==> config.mk <==
export PLATFORM = sky130hd
export DESIGN_NAME = dot_product_ctrl
export DESIGN_NICKNAME = d
export VERILOG_FILES = /design/src/rtl/dot_product_ctrl.sv
export SDC_FILE = /design/constraint.sdc
export NUM_CORES = 1
export LEC_CHECK = 0
export ABC_CLOCK_PERIOD_IN_PS = 7000
export BUFFER_PORTS_ARGS = -buffer_cell sky130_fd_sc_hd__buf_2
export CELL_PAD_IN_SITES_DETAIL_PLACEMENT = 1
export CELL_PAD_IN_SITES_GLOBAL_PLACEMENT = 1
export CORE_ASPECT_RATIO = 1.1
export CORE_MARGIN = 4
export CORE_UTILIZATION = 50
export CTS_CLUSTER_DIAMETER = 80
export DETAILED_ROUTE_END_ITERATION = 10
export PLACE_DENSITY_LB_ADDON = 0.1
export SLEW_MARGIN = 10
export SYNTH_ARGS = -nofsm -noshare
export SYNTH_HDL_FRONTEND = slang
export SYNTH_SLANG_ARGS = --single-unit
==> constraint.sdc <==
create_clock -name clk -period 7 [get_ports clk]
set_input_delay 0.7 -clock clk [delete_from_list [all_inputs] [get_ports clk]]
set_output_delay 0.7 -clock clk [all_outputs]
set_load 0.05 [all_outputs]
==> src/rtl/dot_product_ctrl.sv <==
// Sequencer for the dotProduct datapath: streams element pairs out of two mem2
// vector memories, accumulates their products and hands the sum out on a valid/ready port.
// Optional feature macro: DOT_SATURATE_EN (saturating accumulator with sticky overflow).
module dot_product_ctrl #(
    parameter int DATA_WIDTH = 8,
    parameter int ADDR_WIDTH = 4,
    parameter int ACC_WIDTH  = 2*DATA_WIDTH+ADDR_WIDTH
) (
    input  logic                  clk,
    input  logic                  rst_n,
    input  logic                  start,
    input  logic [ADDR_WIDTH-1:0] base_addr,
    input  logic [ADDR_WIDTH:0]   length,
    output logic                  rd_en,
    output logic [ADDR_WIDTH-1:0] rd_addr,
    input  logic [DATA_WIDTH-1:0] a_data,
    input  logic [DATA_WIDTH-1:0] b_data,
    output logic                  busy,
    output logic [ACC_WIDTH-1:0]  result,
    output logic                  result_valid,
    input  logic                  result_ready,
    output logic                  overflow
);

    localparam int PROD_WIDTH = 2*DATA_WIDTH;
    localparam logic [ADDR_WIDTH:0] IDX_ONE = 1;

    typedef enum logic [1:0] {IDLE, READ, DRAIN, DONE} state_t;

    state_t                state, state_nxt;
    logic [ADDR_WIDTH-1:0] base_q;
    logic [ADDR_WIDTH:0]   len_q, idx_q, idx_inc;
    logic                  vld_pipe;
    logic [ACC_WIDTH-1:0]  acc_q, acc_nxt;
    logic                  ovf_q, ovf_nxt;
    logic [PROD_WIDTH-1:0] prod;
    logic [ACC_WIDTH:0]    sum;
    logic                  accept, last_rd;

    assign accept  = (state == IDLE) && start;
    assign idx_inc = idx_q + IDX_ONE;
    assign last_rd = (idx_inc == len_q);

    assign rd_en   = (state == READ);
    assign rd_addr = rd_en ? (base_q + idx_q[ADDR_WIDTH-1:0]) : '0;
    assign busy    = (state != IDLE);
    assign overflow = ovf_q;

    // One extra sum bit exposes the carry out of the accumulator.
    assign prod = PROD_WIDTH'(a_data) * PROD_WIDTH'(b_data);
    assign sum  = {1'b0, acc_q} + (ACC_WIDTH+1)'(prod);

`ifdef DOT_SATURATE_EN
    always_comb begin
        acc_nxt = sum[ACC_WIDTH-1:0];
        ovf_nxt = ovf_q;
        if (sum[ACC_WIDTH] || ovf_q) begin
            acc_nxt = '1;
            ovf_nxt = 1'b1;
        end
    end
`else
    always_comb begin
        acc_nxt = sum[ACC_WIDTH-1:0];
        ovf_nxt = 1'b0;
    end
`endif

    always_comb begin
        state_nxt = state;
        case (state)
            IDLE:  if (start) state_nxt = (length == '0) ? DONE : READ;
            READ:  if (last_rd) state_nxt = DRAIN;
            DRAIN: state_nxt = DONE;
            DONE:  if (result_ready) state_nxt = IDLE;
            default: state_nxt = IDLE;
        endcase
    end

    always_ff @(posedge clk or negedge rst_n) begin
        if (!rst_n) begin
            state        <= IDLE;
            base_q       <= '0;
            len_q        <= '0;
            idx_q        <= '0;
            vld_pipe     <= 1'b0;
            acc_q        <= '0;
            ovf_q        <= 1'b0;
            result       <= '0;
            result_valid <= 1'b0;
        end else begin
            state    <= state_nxt;
            // mem2 answers one cycle after the read, so the read strobe is delayed once
            vld_pipe <= rd_en;
            if (accept) begin
                base_q <= base_addr;
                len_q  <= length;
                idx_q  <= '0;
                acc_q  <= '0;
                ovf_q  <= 1'b0;
            end else begin
                if (state == READ) idx_q <= idx_inc;
                if (vld_pipe) begin
                    acc_q <= acc_nxt;
                    ovf_q <= ovf_nxt;
                end
            end
            if (accept && (length == '0)) begin
                result       <= '0;
                result_valid <= 1'b1;
            end else if (state == DRAIN) begin
                // the final product lands on the same edge that publishes the result
                result       <= vld_pipe ? acc_nxt : acc_q;
                result_valid <= 1'b1;
            end else if ((state == DONE) && result_ready) begin
                result_valid <= 1'b0;
            end
        end
    end

endmodule

==> flow_summary_export.csv, run 1 <==
group,metric,value,unit
worst_setup_path,worst-setup-path-type,"input port to flip-flop",
sta,max-slew-margin-rel,0.235,
sta,final_period_minus_worst_setup_slack,4.83,ns
worst_setup_path,critical_path.n_buffers_inverters,4,
floorplan,placement_rows,39,
worst_setup_path,crit_path_cell_trace,"buf_2 > nand2_1 > fa_1 > fa_1 > inv_1 > fa_1 > inv_1 > fa_1 > inv_1 > ha_1 > o211ai_1 > a21oi_1 > nor2_1 > o221a_4 > or4b_4 > a31oi_2",
final_layout,fill_cells,1250,
clock_tree,cts.repair.resized,0,
drt,post_drt_via_cell_ratio,5.32,
logic_synthesis,syn_area,0.00543,mm2
sta,rsz0062_at_grt,"false",
drt,initialDrtViolationCount,214,
worst_setup_path,critPathMaxFanout,8,
logic_synthesis,netlist_instances,608,
final_layout,area_delta_synth_final,12.4,%
logic_synthesis,yosysSeqAreaShare,0.267,
grt,grt_pass1_vias,4860,
floorplan,initial_utilization,0.518,
hold_path,holdCritStartpoint,"base_q[0]",
drt,met3WireLength,532,um
floorplan,die_area,0.0126,mm2
sta,fin_setup_tns,0,ns
clock_tree,cts_setup_buffers,0,
logic_synthesis,proportion_of_register_bits_with_asynchronous_set_or_reset_after_synthesis,1.00,
logic_synthesis,yosys_warnings,0,
clock_tree,cts.htree.levels,3,
clock_tree,clock-root-buffer,"sky130_fd_sc_hd__clkbuf_16",
logic_synthesis,synthesis.nets,738,
logic_synthesis,number_of_enable_type_register_cells_in_the_synthesized_netlist,0,
drt,routed-via-count,4278,
worst_setup_path,timing.critical_path.mode_cell,"sky130_fd_sc_hd__fa_1",
grt,grt_antenna_before_repair,0,
sta,worst_slew_pin_slew,1.14,ns
floorplan,top_level_ports,57,
drt,drt-met1-wl,5930,um
clock_tree,clk_transition_reported_paths,0.05,ns
run,maxCapViolations,0,
logic_synthesis,postSynthAreaPerCell,8.94,um2
placement,place_hpwl,11000,um
sta,period_share,0.691,
final_layout,mostFrequentLayoutCells,"sky130_fd_sc_hd__inv_1, sky130_fd_sc_hd__nand2_1, sky130_fd_sc_hd__dfrtp_1",
drt,top_signal_layer_used,"met4",
final_layout,nNetsFinal,787,
drt,remaining_drc_errors,0,
hold_path,min_path_type,"flip-flop to flip-flop",
final_layout,seq_area,0.00145,mm2
grt,grt_max_degree,59,
worst_setup_path,worstSetupStartpointType,"input port",
drt,avgRoutedWirePerCell,17.3,um
worst_setup_path,endpoint_kind,"flip-flop",
grt,overflow,0,
sta,maxClockFrequency,207,MHz
drt,number_of_antenna_violating_nets_in_the_routed_design,0,
logic_synthesis,netlist-cell-type-count,48,
final_layout,multi_input_gate_area_in_the_final_layout,0.00348,mm2
sta,slew_viol_final,0,
worst_setup_path,critical_path_required,7.25,ns
clock_tree,max-clock-path-buffers,2,
final_layout,final_layout_size_suffix_gt1_frac,0.120,
sta,finalSetupViolCount,0,
drt,finalWirelength,13900,um
final_layout,num_antenna_cells,0,
worst_setup_path,worstSetupStartpoint,"a_data[0]",
final_layout,layout_commonest_cell,"sky130_fd_sc_hd__inv_1",
logic_synthesis,ys_ff_latch,58,
sta,report.final.hold_viol_count,0,
clock_tree,tritoncts,"done",
floorplan,floorplan.core_area,0.0105,mm2
clock_tree,postCtsHoldBufs,0,
clock_tree,cts_buffers,9,
clock_tree,clkLatencyLatePin,0.33,ns
worst_setup_path,crit_arrival,5.08,ns
worst_setup_path,slowest_delay,0.57,ns
clock_tree,cts_sinks,58,
final_layout,final_cell_area,0.00611,mm2
placement,dpl-instance-area,0.00584,mm2
outcome,status,"finished, final reports clean",
sta,skew,0.00563,ns
floorplan,die_height,117,um
placement,gp_congestion,0.806,
grt,grt_util_all_layers,0.239,
placement,io_buffer_count,55,
worst_setup_path,slowest_stage,"sky130_fd_sc_hd__fa_1",
logic_synthesis,synth_top_flop_cell,"sky130_fd_sc_hd__dfrtp_1",
drt,drt_pass1_iterations,4,
worst_setup_path,critical_path.reg2reg.startpoint,"acc_q[4]",
floorplan,die_width,107,um
worst_setup_path,cpLargestDelayFamily,"adder cells",
grt,grt_pass1_wl,24000,um
drt,detailroute.wirelength.met2,7060,um
cells by family (layout without fill, tap and decap cells):
| group | after synthesis | in the layout | share of synthesized area |
|---|---|---|---|
| AO/OA/AOI/OAI | 87 | 87 | 0.103 |
| buffers and inverters | 132 | 185 | 0.0924 |
| AND/OR/NAND/NOR | 188 | 188 | 0.163 |
| flip-flops | 58 | 58 | 0.267 |
| other | 1 | 1 | 0.000690 |
| multiplexers | 19 | 19 | 0.0352 |
| adder cells (fa/ha/maj) | 101 | 101 | 0.303 |
| XOR/XNOR | 22 | 22 | 0.0355 |
worst reg2reg max path: stages, from the launching register on:
cell and delay [ns]:
sky130_fd_sc_hd__dfrtp_1 0.34, sky130_fd_sc_hd__inv_1 0.07, sky130_fd_sc_hd__fa_1 0.53, sky130_fd_sc_hd__inv_1 0.05, sky130_fd_sc_hd__fa_1 0.45, sky130_fd_sc_hd__ha_1 0.29
sky130_fd_sc_hd__inv_1 0.05, sky130_fd_sc_hd__fa_1 0.60, sky130_fd_sc_hd__inv_1 0.08, sky130_fd_sc_hd__ha_1 0.32, sky130_fd_sc_hd__a211oi_1 0.57, sky130_fd_sc_hd__o211ai_1 0.25
sky130_fd_sc_hd__a21oi_1 0.30, sky130_fd_sc_hd__nor3_1 0.10, sky130_fd_sc_hd__nor3b_1 0.29, sky130_fd_sc_hd__a21oi_1 0.11
layer usage:
layer,vias up,track usage
li1,2027,-
met1,2111,0.293
met2,101,0.412
met3,39,0.0462
met4,0,0.0900
met5,-,0
path summary, 6_finish.rpt:
path / to / slack [ns] / cells past startpoint
max: result[19] / 2.17 / 16
min: base_q[0] / 0.48 / 2
max reg2reg: result[16] / 2.45 / 15
min reg2reg: base_q[0] / 0.48 / 2
max in group asynchronous: acc_q[17] / 5.95 / 2
min in group asynchronous: idx_q[4] / 0.54 / 2
final cells by class:
class	instances	share of cell area
clock buffer	12	0.0420
clock inverter	3	0.00246
inverter	111	0.0682
multi-input combinational	418	0.570
sequential	58	0.238
tap	143	0.0293
timing repair buffer	59	0.0500
cell usage after synthesis, types with 2 or more instances:
cell type                  number  area (um2)
sky130_fd_sc_hd__nand3_1        6        30.0
sky130_fd_sc_hd__nand2_1       77         289
sky130_fd_sc_hd__a21o_1         6        45.0
sky130_fd_sc_hd__or3_1          3        18.8
sky130_fd_sc_hd__xnor2_1       16         140
sky130_fd_sc_hd__and2_1        37         231
sky130_fd_sc_hd__and3_1         3        18.8
sky130_fd_sc_hd__a21oi_1       27         135
sky130_fd_sc_hd__clkbuf_1      15        56.3
sky130_fd_sc_hd__dfrtp_1       58        1450
sky130_fd_sc_hd__nand2b_1       6        37.5
sky130_fd_sc_hd__a31oi_1        4        25.0
sky130_fd_sc_hd__a211oi_1      11        82.6
sky130_fd_sc_hd__nor3_1         3        15.0
sky130_fd_sc_hd__ha_1          50         626
sky130_fd_sc_hd__inv_1        111         417
sky130_fd_sc_hd__buf_1          3        11.3
sky130_fd_sc_hd__fa_1          51        1020
sky130_fd_sc_hd__nand4_1        4        25.0
sky130_fd_sc_hd__o211ai_1       6        45.0
sky130_fd_sc_hd__mux2i_1       18         180
sky130_fd_sc_hd__nor2b_1        4        25.0
sky130_fd_sc_hd__nor3b_1        2        15.0
sky130_fd_sc_hd__nor2_1        40         150
sky130_fd_sc_hd__xor2_1         6        52.6
sky130_fd_sc_hd__o21ai_0       19        95.1
sequential cells by signal (all words and copies together) (netlist names):
name and count:
acc_q 20, result 20, idx_q 5, len_q 5, base_q 4, state 2
result_valid 1, vld_pipe 1
stage by stage:
stage	util	instances	worst slack (ns)	hold slack, ns
after floorplan	-	608	2.12	0.404
after global placement	0.556	789	1.89	0.475
after detailed placement	0.556	789	1.84	0.474
after CTS	0.582	804	2.16	0.486
after global routing	0.582	804	1.86	0.510
final	0.582	804	2.17	0.477
Power of run 1 is left out: the tool's default activity adds up to more than one toggle a clock period on the data nets, which glitch-free logic cannot reach.
==> run 2, diff against run 1 <==
Settings changed: ABC_AREA set to 1, ABC_CLOCK_PERIOD_IN_PS 7000 to 4500, CORE_UTILIZATION 50 to 44.
Clock period 7 ns to 4.5 ns, I/O delays scaled along.
==> run 2 against run 1 <==
  * Flip-flop and latch count unchanged
  * Synthesized area rose by 6.4%
  * Synthesized cell count is 32% higher
  * Sequential share of layout area fell by 1.6 points
  * Clock-buffer cell count fell by 3
  * Register-to-register slack got worse by 2.1 ns
  * Final cell count rose by 26%
  * Die area is 19% higher
  * Critical path type unchanged
  * Highest routed layer unchanged
==> flow_summary_export.csv, run 2 <==
group,metric,value,unit
floorplan,die_height,128,um
final_layout,top_regs,"acc_q: 20 flops, result: 20 flops",
worst_setup_path,critPathMaxFanout,8,
placement,gp_congestion,0.840,
final_layout,fill_cells,1650,
hold_path,min_path_type,"input port to async pin",
final_layout,area_delta_synth_final,13.6,%
logic_synthesis,synth_top_flop_cell,"sky130_fd_sc_hd__dfrtp_1",
logic_synthesis,synth_commonest_cells,"sky130_fd_sc_hd__nand2_1, sky130_fd_sc_hd__inv_1, sky130_fd_sc_hd__dfrtp_1",
clock_tree,cts_buffers,9,
grt,grt_pass1_vias,5515,
sta,max-slew-margin-rel,0.375,
sta,fin_setup_tns,0,ns
logic_synthesis,syn_area,0.00578,mm2
final_layout,seq_area,0.00145,mm2
clock_tree,clock-root-buffer,"sky130_fd_sc_hd__clkbuf_16",
floorplan,initial_utilization,0.453,
sta,maxClockFrequency,242,MHz
floorplan,die_area,0.0150,mm2
sta,report.final.hold_viol_count,0,
logic_synthesis,netlist-cell-type-count,30,
sta,rsz0062_at_grt,"false",
logic_synthesis,post-synth-top-count-cell,"sky130_fd_sc_hd__nand2_1",
sta,final_period_minus_worst_setup_slack,4.14,ns
run,maxCapViolations,0,
logic_synthesis,netlist_instances,801,
worst_setup_path,worstSetupStartpointType,"input port",
drt,routed-via-count,4907,
final_layout,layout_commonest_cell,"sky130_fd_sc_hd__nand2_1",
drt,initialDrtViolationCount,175,
clock_tree,cts.repair.resized,0,
outcome,status,"finished, final reports clean",
worst_setup_path,crit_arrival,4.35,ns
floorplan,placement_rows,43,
final_layout,nNetsFinal,980,
final_layout,multi_input_gate_area_in_the_final_layout,0.00345,mm2
logic_synthesis,yosysSeqAreaShare,0.251,
worst_setup_path,worst-setup-path-type,"input port to flip-flop",
clock_tree,clk_transition_reported_paths,0.05,ns
logic_synthesis,ys_ff_latch,58,
logic_synthesis,synthDominantCellAreaShare,0.251,
clock_tree,postCtsHoldBufs,0,
drt,number_of_antenna_violating_nets_in_the_routed_design,0,
logic_synthesis,synthesis.nets,931,
grt,grt_max_degree,59,
grt,grt_antenna_before_repair,0,
logic_synthesis,proportion_of_register_bits_with_asynchronous_set_or_reset_after_synthesis,1.00,
logic_synthesis,netlist.top_cell.by_area,"sky130_fd_sc_hd__dfrtp_1",
clock_tree,cts_setup_buffers,0,
drt,finalWirelength,15400,um
worst_setup_path,critical_path_required,4.72,ns
sta,slew_viol_final,0,
floorplan,die_width,117,um
worst_setup_path,endpoint_kind,"flip-flop",
clock_tree,tritoncts,"done",
final_layout,final_cell_area,0.00656,mm2
sta,period_share,0.919,
grt,grt_util_all_layers,0.222,
sta,finalSetupViolCount,0,
logic_synthesis,synth.top_cells.by_area,"sky130_fd_sc_hd__dfrtp_1, sky130_fd_sc_hd__fa_1, sky130_fd_sc_hd__nand2_1",
floorplan,top_level_ports,57,
placement,pre_cts_slack,0.0228,ns
sta,finalWorstSetupSlack,0.363,ns
final_layout,mostFrequentLayoutCells,"sky130_fd_sc_hd__nand2_1, sky130_fd_sc_hd__inv_1, sky130_fd_sc_hd__dfrtp_1",
floorplan,floorplan.core_area,0.0128,mm2
logic_synthesis,yosys_warnings,0,
sta,worst_slew_pin_slew,0.937,ns
sta,skew,0.0106,ns
final_layout,num_antenna_cells,0,
placement,place_hpwl,12600,um
clock_tree,clkLatencyLatePin,0.34,ns
drt,post_drt_via_cell_ratio,4.85,
placement,io_buffer_count,55,
drt,remaining_drc_errors,0,
drt,avgRoutedWirePerCell,15.2,um
final_layout,final_layout_size_suffix_gt1_frac,0.123,
placement,dpl-instance-area,0.00621,mm2
grt,overflow,0,
clock_tree,cts.htree.levels,3,
clock_tree,cts_sinks,58,
drt,drt_pass1_iterations,5,
grt,grt_pass1_wl,26300,um
logic_synthesis,number_of_enable_type_register_cells_in_the_synthesized_netlist,0,
logic_synthesis,postSynthAreaPerCell,7.22,um2
clock_tree,max-clock-path-buffers,2,
-- run 2: cell count changes after synthesis, moves of 17 or more --
| cell | before | now |
|---|---|---|
| sky130_fd_sc_hd__nand2_1 | 77 | 252 |
| sky130_fd_sc_hd__inv_1 | 111 | 200 |
| sky130_fd_sc_hd__and2_1 | 37 | 3 |
| sky130_fd_sc_hd__nand3_1 | 6 | 32 |
| sky130_fd_sc_hd__a21oi_1 | 27 | 10 |
| sky130_fd_sc_hd__mux2i_1 | 18 | 1 |
-- run 2: path summary, 6_finish.rpt --
path	startpoint	endpoint	slack, ns	cells past startpoint
hold / removal	rst_n	base_q[2]	0.26	2
setup / recovery	a_data[4]	result[17]	0.36	20
max in group asynchronous	rst_n	result_valid	3.76	2
min in group clk	base_addr[2]	base_q[2]	0.31	3
setup reg to reg	acc_q[6]	acc_q[8]	0.39	17
hold reg to reg	result[13]	result[13]	0.48	2
-- run 2: logic make-up after synthesis --
| family | after synthesis | synth area share |
|---|---|---|
| simple gates | 358 | 0.258 |
| compound gates | 45 | 0.0418 |
| fa+ha+maj | 101 | 0.285 |
| xor+xnor | 7 | 0.0106 |
| mux | 1 | 0.00173 |
| buf+inv | 230 | 0.152 |
| flops | 58 | 0.251 |
| other cells | 1 | 0.000649 |
-- run 2: final cells by class --
class	count	share of cell area
timing repair buffer	65	0.0534
clock inverter	7	0.0191
tap	157	0.0299
clock buffer	9	0.0343
sequential	58	0.221
inverter	203	0.116
multi-input combinational	513	0.526
-- run 2: per-layer routing --
layer,GRT usage,part of all wire
met1,0.264,0.42
met2,0.415,0.54
met3,0.0222,0.019
met4,0.0634,0.020
met5,0,0
-- run 2: critical path, stage by stage --
cell                      delay (ns)
sky130_fd_sc_hd__buf_2          0.18
sky130_fd_sc_hd__nand2_1        0.11
sky130_fd_sc_hd__fa_1           0.55
sky130_fd_sc_hd__inv_1          0.06
sky130_fd_sc_hd__fa_1           0.54
sky130_fd_sc_hd__inv_1          0.07
sky130_fd_sc_hd__fa_1           0.51
sky130_fd_sc_hd__fa_1           0.55
sky130_fd_sc_hd__inv_1          0.05
sky130_fd_sc_hd__ha_1           0.35
sky130_fd_sc_hd__nand2_1        0.15
sky130_fd_sc_hd__inv_1          0.05
sky130_fd_sc_hd__nand2_1        0.06
sky130_fd_sc_hd__nand2_1        0.07
sky130_fd_sc_hd__a21oi_1        0.20
sky130_fd_sc_hd__nand2_1        0.08
sky130_fd_sc_hd__nand2_1        0.07
sky130_fd_sc_hd__nand3_1        0.08
sky130_fd_sc_hd__nand3_1        0.12
sky130_fd_sc_hd__nand2_1        0.06
-- run 2: stage by stage --
| step | utilization | hold WS, ns | cells |
|---|---|---|---|
| 4_1_cts | 0.515 | 0.297 | 1012 |
| 3_3_place_gp | 0.487 | 0.458 | 996 |
| 5_1_grt | 0.515 | 0.334 | 1012 |
| 2_1_floorplan | - | 0.154 | 801 |
| 6_report | 0.515 | 0.258 | 1012 |
| 3_5_place_dp | 0.487 | 0.461 | 996 |
Power of run 2 is left out for the same reason.
==> run 3, diff against run 2 <==
Settings changed: ABC_AREA 1 to not set, CORE_UTILIZATION 44 to 46.
==> run 3 against run 2 <==
  * First-iteration DRC count down 26%
  * Final cell count down 15%
  * Critical path type unchanged
  * Flip-flop and latch count unchanged
  * Core utilization up 6.5 points
  * Clock-buffer cell count up 2
  * Highest routed layer unchanged
==> flow_summary_export.csv, run 3 (same netlist as run 1, synthesis figures left out) <==
group,metric,value,unit
outcome,status,"finished, final reports clean",
worst_setup_path,slowest_delay,0.58,ns
final_layout,area_delta_synth_final,22.6,%
clock_tree,clock-root-buffer,"sky130_fd_sc_hd__clkbuf_16",
sta,final_period_minus_worst_setup_slack,4.37,ns
clock_tree,tritoncts,"done",
final_layout,mostFrequentLayoutCells,"sky130_fd_sc_hd__inv_1, sky130_fd_sc_hd__nand2_1, sky130_fd_sc_hd__dfrtp_1",
floorplan,placement_rows,41,
sta,maxClockFrequency,229,MHz
drt,number_of_antenna_violating_nets_in_the_routed_design,0,
floorplan,die_height,122,um
clock_tree,cts_buffers,9,
grt,grt_antenna_before_repair,0,
floorplan,initial_utilization,0.473,
floorplan,die_area,0.0136,mm2
sta,finalSetupViolCount,0,
sta,worst_slew_pin_slew,1.14,ns
drt,drt_pass1_iterations,4,
final_layout,final_cell_area,0.00666,mm2
final_layout,nNetsFinal,831,
worst_setup_path,critical_path_required,4.75,ns
grt,grt_util_all_layers,0.227,
drt,post_drt_via_cell_ratio,5.21,
worst_setup_path,crit_path_cell_trace,"clkbuf_4 > buf_4 > and2_1 > fa_2 > fa_1 > fa_1 > inv_1 > fa_1 > inv_2 > ha_4 > o211ai_1 > a21oi_2 > nor2_2 > o221a_4 > or4b_4 > a31oi_2",
sta,max-slew-margin-rel,0.234,
drt,avgRoutedWirePerCell,17.1,um
placement,dpl-instance-area,0.00616,mm2
sta,skew,0.00478,ns
clock_tree,cts_sinks,58,
grt,grt_max_degree,59,
worst_setup_path,critical_path.n_buffers_inverters,4,
placement,io_buffer_count,55,
worst_setup_path,worstSetupStartpointType,"input port",
worst_setup_path,critPathMaxFanout,6,
placement,pre_cts_slack,-0.432,ns
final_layout,layout_commonest_cell,"sky130_fd_sc_hd__inv_1",
floorplan,top_level_ports,57,
drt,finalWirelength,14600,um
worst_setup_path,slowest_stage,"sky130_fd_sc_hd__fa_1",
drt,routed-via-count,4462,
floorplan,floorplan.core_area,0.0115,mm2
clock_tree,max-clock-path-buffers,2,
placement,gp_congestion,0.813,
grt,grt_pass1_vias,5043,
worst_setup_path,timing.critical_path.mode_cell,"sky130_fd_sc_hd__fa_1",
placement,place_hpwl,11500,um
final_layout,top_regs,"acc_q: 20 flops, result: 20 flops",
sta,finalWorstSetupSlack,0.126,ns
clock_tree,clkLatencyLatePin,0.33,ns
hold_path,min_path_type,"input port to async pin",
sta,period_share,0.972,
clock_tree,cts.htree.levels,3,
final_layout,final_layout_size_suffix_gt1_frac,0.211,
sta,hold_ws,0.265,ns
drt,initialDrtViolationCount,130,
final_layout,num_antenna_cells,0,
worst_setup_path,cpLargestDelayFamily,"adder cells",
worst_setup_path,crit_arrival,4.63,ns
grt,overflow,0,
worst_setup_path,worst-setup-path-type,"input port to flip-flop",
sta,slew_viol_final,0,
sta,report.final.hold_viol_count,0,
grt,grt_pass1_wl,24500,um
worst_setup_path,endpoint_kind,"flip-flop",
clock_tree,clk_transition_reported_paths,0.05,ns
drt,remaining_drc_errors,0,
run,maxCapViolations,0,
floorplan,die_width,112,um
clock_tree,postCtsHoldBufs,0,
==> run 3: changes by cell type in the layout (fill, tap and decap cells not counted), sizes merged, moves of 6 or more <==
cell	previous run	this run
a21oi	12	27
o211ai	0	6
mux2i	1	18
nand2	259	77
inv	204	111
nand3	36	6
a21o	0	6
a211oi	1	11
o21ai	27	19
xnor2	2	16
buf	65	100
and2	3	37
nand2b	0	6
==> run 3: layout make-up <==
cell class | instances | area [um2]
multi-input cells | 418 | 3640
fillers | 1368 | 4830
inverters | 111 | 417
clock inverters | 5 | 52.6
well taps | 150 | 188
repair buffers | 103 | 663
flip-flops and latches | 58 | 1450
clock buffers | 11 | 253
==> run 3: worst reg2reg max path, stage by stage (launching register included) <==
cell and delay, ns:
sky130_fd_sc_hd__dfrtp_1 0.37, sky130_fd_sc_hd__inv_1 0.08, sky130_fd_sc_hd__fa_1 0.53, sky130_fd_sc_hd__inv_1 0.05, sky130_fd_sc_hd__fa_1 0.47, sky130_fd_sc_hd__fa_1 0.58, sky130_fd_sc_hd__inv_1 0.06, sky130_fd_sc_hd__fa_1 0.49
sky130_fd_sc_hd__inv_2 0.05, sky130_fd_sc_hd__ha_4 0.26, sky130_fd_sc_hd__o211ai_1 0.10, sky130_fd_sc_hd__a21oi_2 0.21, sky130_fd_sc_hd__nor2_2 0.08, sky130_fd_sc_hd__o221a_4 0.28, sky130_fd_sc_hd__or4b_4 0.52, sky130_fd_sc_hd__a31oi_2 0.16
==> run 3: path summary, 6_finish.rpt <==
path	startpoint	end	slack, ns	cells past startpoint
setup reg to reg	acc_q[7]	result[19]	0.13	15
hold reg to reg	base_q[0]	base_q[0]	0.49	2
min in group clk	base_addr[3]	base_q[3]	0.31	3
max in group asynchronous	rst_n	result[17]	3.72	2
setup / recovery	a_data[4]	result[19]	0.13	16
hold / removal	rst_n	base_q[2]	0.27	2
==> run 3: layer usage <==
layer	wire, um	global-route usage	vias up
met1	5860	0.259	2249
met2	7960	0.425	71
met5	0	0	-
met3	498	0.0407	22
li1	-	-	2120
met4	282	0.0821	0
==> run 3: timing repair <==
item | CTS | global route
resized for setup | 3 | 34
endpoints found under the setup margin | 3 | 17
pin swaps | 1 | 29
hold endpoints to repair | 0 | 0
cloned | 0 | 0
buffers inserted | 0 | 5
==> run 3: per-stage QoR <==
stage                     cells  utilization  setup TNS, ns
final                       856        0.580              0
after global routing        856        0.580        -0.0452
after CTS                   851        0.565              0
after detailed placement    835        0.536          -4.30
after global placement      835        0.536          -2.35
after floorplan             608            -              0
Power of run 3 is left out for the same reason.
